<file path="config.mk">
export PLATFORM = sky130hd
export DESIGN_NAME = serial_adder
export DESIGN_NICKNAME = d
export VERILOG_FILES = /design/src/rtl/serial_adder.sv
export SDC_FILE = /design/constraint.sdc
export NUM_CORES = 1
export LEC_CHECK = 0
export BUFFER_PORTS_ARGS = -buffer_cell sky130_fd_sc_hd__buf_4
export CORE_ASPECT_RATIO = 1.4
export CORE_MARGIN = 2
export CORE_UTILIZATION = 55
export DETAILED_ROUTE_END_ITERATION = 12
export GPL_ROUTABILITY_DRIVEN = 0
export MAX_ROUTING_LAYER = met4
export PLACE_DENSITY_LB_ADDON = 0.25
export SETUP_SLACK_MARGIN = 0.4
export SLEW_MARGIN = 20
export SYNTH_ARGS = -nofsm -noshare
export SYNTH_HDL_FRONTEND = slang
export SYNTH_SLANG_ARGS = --single-unit
export TNS_END_PERCENT = 100
</file>
<file path="constraint.sdc">
create_clock -name clk -period 4.51 [get_ports clk]
set_input_delay 0 -clock clk [delete_from_list [all_inputs] [get_ports clk]]
set_output_delay 0 -clock clk [all_outputs]
set_load 0.1 [all_outputs]
</file>
<file path="src/rtl/serial_adder.sv">
// Digit-serial adder/subtractor: operands are added LSB-first, DIGIT bits per cycle,
// through one adder slice with a registered carry. Supports accumulate into the sum register.
module serial_adder #(
  parameter int WIDTH = 8,
  parameter int DIGIT = 1
) (
  input  logic             clk,
  input  logic             rst_n,
  input  logic             ena,
  input  logic             start,
  input  logic [WIDTH-1:0] a,
  input  logic [WIDTH-1:0] b,
  input  logic             sub,
  input  logic             acc,
  output logic [WIDTH-1:0] sum,
  output logic             carry_out,
  output logic             overflow,
  output logic             busy,
  output logic             done
);

  localparam int N     = WIDTH / DIGIT;
  localparam int CNT_W = (N > 1) ? $clog2(N) : 1;

  localparam logic [1:0] IDLE = 2'd0;
  localparam logic [1:0] RUN  = 2'd1;
  localparam logic [1:0] DONE = 2'd2;

  logic [1:0]       state;
  logic [WIDTH-1:0] op_a;
  logic [WIDTH-1:0] op_b;
  logic [WIDTH-1:0] res;
  logic             carry;
  logic [CNT_W-1:0] cnt;

  logic [DIGIT:0]   dsum;
  logic             msb_cin;
  logic             last;
  logic [WIDTH-1:0] res_next;

  // The carry into the top bit of a digit is recovered from that bit's inputs and sum,
  // so it is valid for any DIGIT without a separate partial adder.
  always_comb begin
    dsum     = {1'b0, op_a[DIGIT-1:0]} + {1'b0, op_b[DIGIT-1:0]} + {{DIGIT{1'b0}}, carry};
    msb_cin  = op_a[DIGIT-1] ^ op_b[DIGIT-1] ^ dsum[DIGIT-1];
    last     = (cnt == CNT_W'(N - 1));
    res_next = (res >> DIGIT) | (WIDTH'(dsum[DIGIT-1:0]) << (WIDTH - DIGIT));
  end

  always_ff @(posedge clk or negedge rst_n) begin
    if (!rst_n) begin
      state     <= IDLE;
      op_a      <= '0;
      op_b      <= '0;
      res       <= '0;
      carry     <= 1'b0;
      cnt       <= '0;
      sum       <= '0;
      carry_out <= 1'b0;
      overflow  <= 1'b0;
    end else if (ena) begin
      case (state)
        IDLE: begin
          if (start) begin
            op_a  <= acc ? sum : a;
            op_b  <= sub ? ~b : b;
            carry <= sub;
            cnt   <= '0;
            state <= RUN;
          end
        end
        RUN: begin
          op_a  <= op_a >> DIGIT;
          op_b  <= op_b >> DIGIT;
          res   <= res_next;
          carry <= dsum[DIGIT];
          cnt   <= cnt + CNT_W'(1);
          if (last) begin
            sum       <= res_next;
            carry_out <= dsum[DIGIT];
            overflow  <= msb_cin ^ dsum[DIGIT];
            state     <= DONE;
          end
        end
        DONE:    state <= IDLE;
        default: state <= IDLE;
      endcase
    end
  end

  assign busy = (state != IDLE);
  assign done = (state == DONE);

endmodule
</file>
==> out/summary.txt, run 1 <==
outcome = complete, no violations
crit path max fanout = 16
Netlist Area Pre-Place = 0.00194 mm^2
Power Dens Cells = 815 mW/mm^2
drt drc = 0
Cells after Synth = 138
Post-synth top flop = dfrtp_1
P_int = 1.03 mW
global route overflow = 0
worst slew pin tran = 0.866 ns
largest net degree at the start of global routing = 40
port bufs = 33
Finished Cell Area = 0.00227 mm^2
Syn Nets = 163
Worst EP required = 4.69 ns
placeable core area = 0.00338 mm^2
Clock Pin Slew Worst Setup and Hold Paths = 0.07 ns
number of buffers created by CTS = 5
Site Rows = 25
Area Overhead vs Synth = 17.4%
number of global-route vias before repair = 1238
GRT busiest layer = met2
DR pass1 iterations = 4
Final Non-Filler Cells = 212
vias per cell = 5.68
footprint of the multi-input gates = 888 um^2
Yosys top cell area share = 0.504
Max clock buf depth = 2
slew margin rel. = 0.423
Syn Area/Cell = 14.0 um^2
drt wl/cell = 16.6 um
Root Driver = clkbuf_8
RSZ-0062 raised after global routing = no
final hold vios = 0
Hold Crit Class = in -> reg
Slew Limit Fails = 0
placed inst area = 0.00217 mm^2
ANT cells = 0
Max Cap Viol = 0
Clk Latency, worst-skew pair = 0.29 ns
Sequential Power Share = 0.334
# clock sinks = 39
Post-DRT Antenna Nets = 0
most common cell after layout, fill and taps aside = dfrtp_1
Die H = 74.2 um
first-pass GRT wire length = 5820 um
Clock power frac = 0.116
initial drt markers = 30
IR Drop Worst-Case VDD = 0.000519 V
Filler cells = 267
share of cells above drive strength 1 = 0.424
Synthesis Warnings = 0
GRT Util Overall = 0.211
Post-synth EDFFs = 0
sequential area share after synthesis = 0.504
critical path arrival = 2.01 ns
Register Area = 976 um^2
Final Cycle Share = 0.405
NumNets Final = 198
Global Route met1 Usage = 0.249
static leakage = 1.08 nW
post-CTS setup buffers = 0
top post-synthesis cells by area = dfrtp_1 (50%), mux2_2 (13%), mux2_4 (7.0%), a2bb2oi_1 (6.3%), xnor2_1 (5.0%)
critical path launch point type = flip-flop
Layout Skew = 0.00504 ns
Die Area = 0.00402 mm^2
HPWL Detailed = 2450 um
Net Sw Power = 820 uW
drt total wl = 3530 um
GR Util met2 = 0.335
Final Critical Period = 1.83 ns
H-Tree Depth = 2
most frequent cells in the layout = dfrtp_1 (39), buf_4 (33), mux2_2 (23)
final setup violation count = 0
initial core utilization = 0.573
maximum clock rate = 547 MHz
logic gate share of total power = 0.550
grt met3 use = 0.0602
initial antenna violation count = 0
CTS resizes = 0
switching fraction of total power = 0.443
die width = 54.1 um
CTS tree = yes
Fin Setup TNS = 0 ns
critical path class = reg -> reg
vias after detailed routing = 1204
flop and latch count out of synthesis = 39
post-synth cell types = 28
critical path endpoint category = flip-flop
top cell type by total area after synthesis = dfrtp_1
Post-synth ARST share = 1.00
Top Ports = 34
placed insts = 203
# hold bufs at CTS = 3
Util after Layout = 0.673
cell families after synthesis:
family / count (synthesis) / synth area share
compound gates: 24 / 0.0996
simple gates: 10 / 0.0362
buf+inv: 10 / 0.0368
xor+xnor: 11 / 0.0498
fa+ha+maj: 3 / 0.0233
flops: 39 / 0.504
mux: 41 / 0.250
worst max-delay path: stages, from the launching register on:
cell and delay (ns):
dfrtp_1 0.53, o21a_1 0.76, mux2_2 0.42
final timing paths:
| path | from | end | slack [ns] | depth (start not counted) |
|---|---|---|---|---|
| setup / recovery | state[0]$_DFFE_PN0P_ | op_b[0]$_DFFE_PN0P_ | 2.68 | 2 |
| hold / removal | a[7] | op_a[7]$_DFFE_PN0P_ | 0.02 | 3 |
| setup reg to reg | state[0]$_DFFE_PN0P_ | op_b[0]$_DFFE_PN0P_ | 2.68 | 2 |
| hold reg to reg | overflow$_DFFE_PN0P_ | overflow$_DFFE_PN0P_ | 0.49 | 2 |
| max in group asynchronous | rst_n | res[7]$_DFFE_PN0P_ | 3.95 | 2 |
| min in group asynchronous | rst_n | op_b[6]$_DFFE_PN0P_ | 0.21 | 2 |
cells in the mapped netlist (2+ instances only):
cell type / instances
dfrtp_1: 39
mux2_2: 23
a2bb2oi_1: 14
xnor2_1: 11
mux2_4: 9
mux2i_1: 9
buf_2: 5
o21ai_0: 3
a22o_1: 2
ha_1: 2
nand2_1: 2
nand3_1: 2
o2bb2ai_1: 2
stage by stage:
step           worst slack, ns  power (mW)  hold slack, ns
2_1_floorplan             2.73        1.46          -0.296
3_3_place_gp              2.73        1.61         -0.0131
3_5_place_dp              2.67        1.64        -0.00767
4_1_cts                   2.67        1.86          0.0248
5_1_grt                   2.56        1.96          0.0406
6_report                  2.68        1.85          0.0194
per-layer routing:
metal | wire length, um | part of all wire
met2 | 1830 | 0.52
met5 | 0 | 0
met3 | 145 | 0.041
met1 | 1490 | 0.42
met4 | 59 | 0.017
area by class of cell:
class / instances / share of cell area
multi-input cells: 89 / 0.391
clock buffers: 6 / 0.0319
well taps: 40 / 0.0220
flip-flops and latches: 39 / 0.430
repair buffers: 36 / 0.122
inverters: 2 / 0.00330
power groups by stage:
| stage | Clock, mW | Combinational, mW | Sequential [mW] |
|---|---|---|---|
| floorplan | 0 | 0.581 | 0.879 |
| global placement | 0 | 0.995 | 0.615 |
| detailed placement | 0 | 1.02 | 0.623 |
| CTS | 0.219 | 1.03 | 0.617 |
| global route | 0.234 | 1.08 | 0.638 |
| finish | 0.216 | 1.02 | 0.617 |
state kept, by name, summed over array words and instances, names as in the netlist:
name and flops:
op_a 8, op_b 8, sum 8, res 7, cnt 3, state 2, carry 1, carry_out 1
overflow 1
No activity file was read; power rests on OpenSTA's default activity.
==> run 2: changes to the inputs <==
- CORE_UTILIZATION: 55 -> 50
- clock period: 4.51 -> 1.6 ns (I/O delays scaled with it)
==> run 2 against run 1 <==
The run now ends with hold timing left. Core utilization grew 7.4 points. Sequential power grew to 2.9 times the previous value. Flip-flop and latch count is the same. Final cell count grew 12%. Sequential share of layout area shrank 6.7 points. Routed wire length grew 34%. Hold slack lost 0.045 ns. Largest cell class is now multi-input gates. Highest routed layer unchanged.
==> out/summary.txt, run 2 (synthesized netlist as in run 1, its figures left out) <==
largest net degree at the start of global routing = 40 (unchanged)
grt met3 use = 0.0367 (-0.0236)
Min-Delay Endpoint = state[1]$_DFFE_PN0P_
HPWL Detailed = 2660 um (+8.8%)
H-Tree Depth = 2 (unchanged)
GR Util met2 = 0.378 (+0.0432)
P_int = 3.69 mW (+260%)
drt total wl = 4710 um (+34%)
Max clock buf depth = 2 (unchanged)
Top Registers = op_a (8), op_b (8), sum (8)
static leakage = 1.31 nW (+21%)
final hold vios = 1 (+1)
drt wl/cell = 19.9 um (+20%)
Post-DRT Antenna Nets = 0 (unchanged)
Fin Setup TNS = 0 ns (unchanged)
# clock sinks = 39 (unchanged)
worst r2r path cells = 5 (+3)
IR Drop Worst-Case VDD = 0.00182 V (+250%)
switching fraction of total power = 0.424 (-0.0186)
Area Overhead vs Synth = 41.8%
Hold Crit Class = in -> reg
Power Dens Cells = 2340 mW/mm^2 (+190%)
critical path arrival = 1.66 ns (-0.35 ns)
vias per cell = 5.64 (-0.67%)
Layout Skew = 0.0132 ns (+0.00813 ns)
maximum clock rate = 669 MHz (+22%)
ANT cells = 0 (unchanged)
final hold slack = -0.0259 ns (-0.0453 ns)
initial core utilization = 0.527 (-0.0464)
vias after detailed routing = 1337 (+11%)
post-place setup slack = 0.109 ns (-2.56 ns)
number of global-route vias before repair = 1472 (+19%)
Clock power frac = 0.099 (-0.017)
number of buffers created by CTS = 5 (unchanged)
NumNets Final = 219 (+11%)
Top Ports = 34 (unchanged)
outcome = finished with violations
setup slack after layout = 0.105 ns (-2.58 ns)
most common cell after layout, fill and taps aside = buf_4
Global Route met1 Usage = 0.259 (+0.00982)
initial antenna violation count = 0 (unchanged)
Root Driver = clkbuf_8
critical path endpoint category = flip-flop
Sequential Power Share = 0.284 (-0.050)
DR pass1 iterations = 4 (unchanged)
R2R Setup Slk = 0.11 ns (-2.58 ns)
GRT Util Overall = 0.223 (+0.0123)
placeable core area = 0.00368 mm^2 (+8.8%)
Max Cap Viol = 0 (unchanged)
FF-to-FF End = sum[1]$_DFFE_PN0P_
slew margin rel. = 0.670 (+0.247)
Die H = 77.6 um (+4.6%)
Hold Crit Depth = 2 (-1)
die width = 56.6 um (+4.5%)
share of cells above drive strength 1 = 0.600 (+0.176)
critical path class = reg -> reg
final setup violation count = 0 (unchanged)
initial drt markers = 23 (-23%)
Net Sw Power = 2.72 mW (+230%)
global route overflow = 0 (unchanged)
RSZ-0062 raised after global routing = yes
CTS tree = yes
Clock Pin Slew Worst Setup and Hold Paths = 0.07 ns (about the same)
Site Rows = 26 (+4.0%)
drt drc = 0 (unchanged)
Final Critical Period = 1.49 ns (-0.334 ns)
Die Area = 0.00439 mm^2 (+9.4%)
Worst EP required = 1.77 ns (-2.92 ns)
logic gate share of total power = 0.618 (+0.068)
Final Cycle Share = 0.934 (+0.529)
crit path max fanout = 12 (-4)
Clk Latency, worst-skew pair = 0.29 ns (about the same)
Slew Limit Fails = 0 (unchanged)
GRT busiest layer = met2
most frequent cells in the layout = buf_4 (39), dfrtp_1 (29), mux2_4 (27)
HP Start = ena
port bufs = 33 (unchanged)
# hold bufs at CTS = 2 (-1)
worst slew pin tran = 0.495 ns (-0.371 ns)
failing checks = hold timing
worst r2r src = cnt[0]$_DFFE_PN0P_
first-pass GRT wire length = 7270 um (+25%)
critical path launch point type = flip-flop
[run 2: worst max path at each step]
| stage | from | end | cells past startpoint |
|---|---|---|---|
| 2_1_floorplan | cnt[0]$_DFFE_PN0P_ | sum[0]$_DFFE_PN0P_ | 5 |
| 3_3_place_gp | carry$_DFFE_PN0P_ | overflow$_DFFE_PN0P_ | 4 |
| 3_5_place_dp | cnt[0]$_DFFE_PN0P_ | sum[1]$_DFFE_PN0P_ | 5 |
| 4_1_cts | cnt[0]$_DFFE_PN0P_ | sum[1]$_DFFE_PN0P_ | 5 |
| 5_1_grt | cnt[1]$_DFFE_PN0P_ | sum[2]$_DFFE_PN0P_ | 5 |
| 6_report | cnt[0]$_DFFE_PN0P_ | sum[1]$_DFFE_PN0P_ | 5 |
[run 2: routing by layer]
layer	vias to the layer above	share of wire
met1	685	0.38
met2	26	0.57
li1	616	-
met4	0	0.023
met3	10	0.025
met5	-	0
[run 2: through the flow]
step                      area [um^2]  total power [mW]  hold slack, ns  cells  utilization
after floorplan                  2040              4.38          -0.296    138            -
after global placement           2310              4.86        -0.00518    208        0.628
after detailed placement         2310              4.97        -0.00415    208        0.628
after CTS                        2590              6.02         -0.0475    230        0.706
after global routing             2740              6.73         -0.0247    237        0.746
final                            2740              6.41         -0.0259    237        0.746
[run 2: final cells by class]
cell class | count | area (um^2)
inverters | 2 | 27.5
well taps | 42 | 52.6
repair buffers | 57 | 562
fillers | 226 | 932
flip-flops and latches | 39 | 993
clock buffers | 7 | 76.3
multi-input cells | 89 | 1030
clock inverters | 1 | 5.00
[run 2: timing repair]
action                                 in CTS  in global routing
pin swaps                                   2                  6
gates cloned                                1                  0
resized for setup                          25                 18
setup buffers                              11                  7
setup endpoints to repair                  40                 41
endpoints found under the hold margin      42                  2
[run 2: critical path: stages, from the launching register on]
cell	delay (ns)
dfrtp_1	0.40
ha_2	0.19
ha_4	0.15
nand4b_1	0.13
buf_12	0.16
mux2_2	0.34
[run 2: power groups by stage]
| stage | Clock [mW] | Sequential [mW] | Combinational (mW) |
|---|---|---|---|
| after detailed placement | 0 | 1.82 | 3.16 |
| after floorplan | 0 | 2.53 | 1.85 |
| final | 0.634 | 1.82 | 3.96 |
| after global routing | 0.700 | 1.87 | 4.16 |
| after global placement | 0 | 1.79 | 3.08 |
| after CTS | 0.644 | 1.78 | 3.60 |
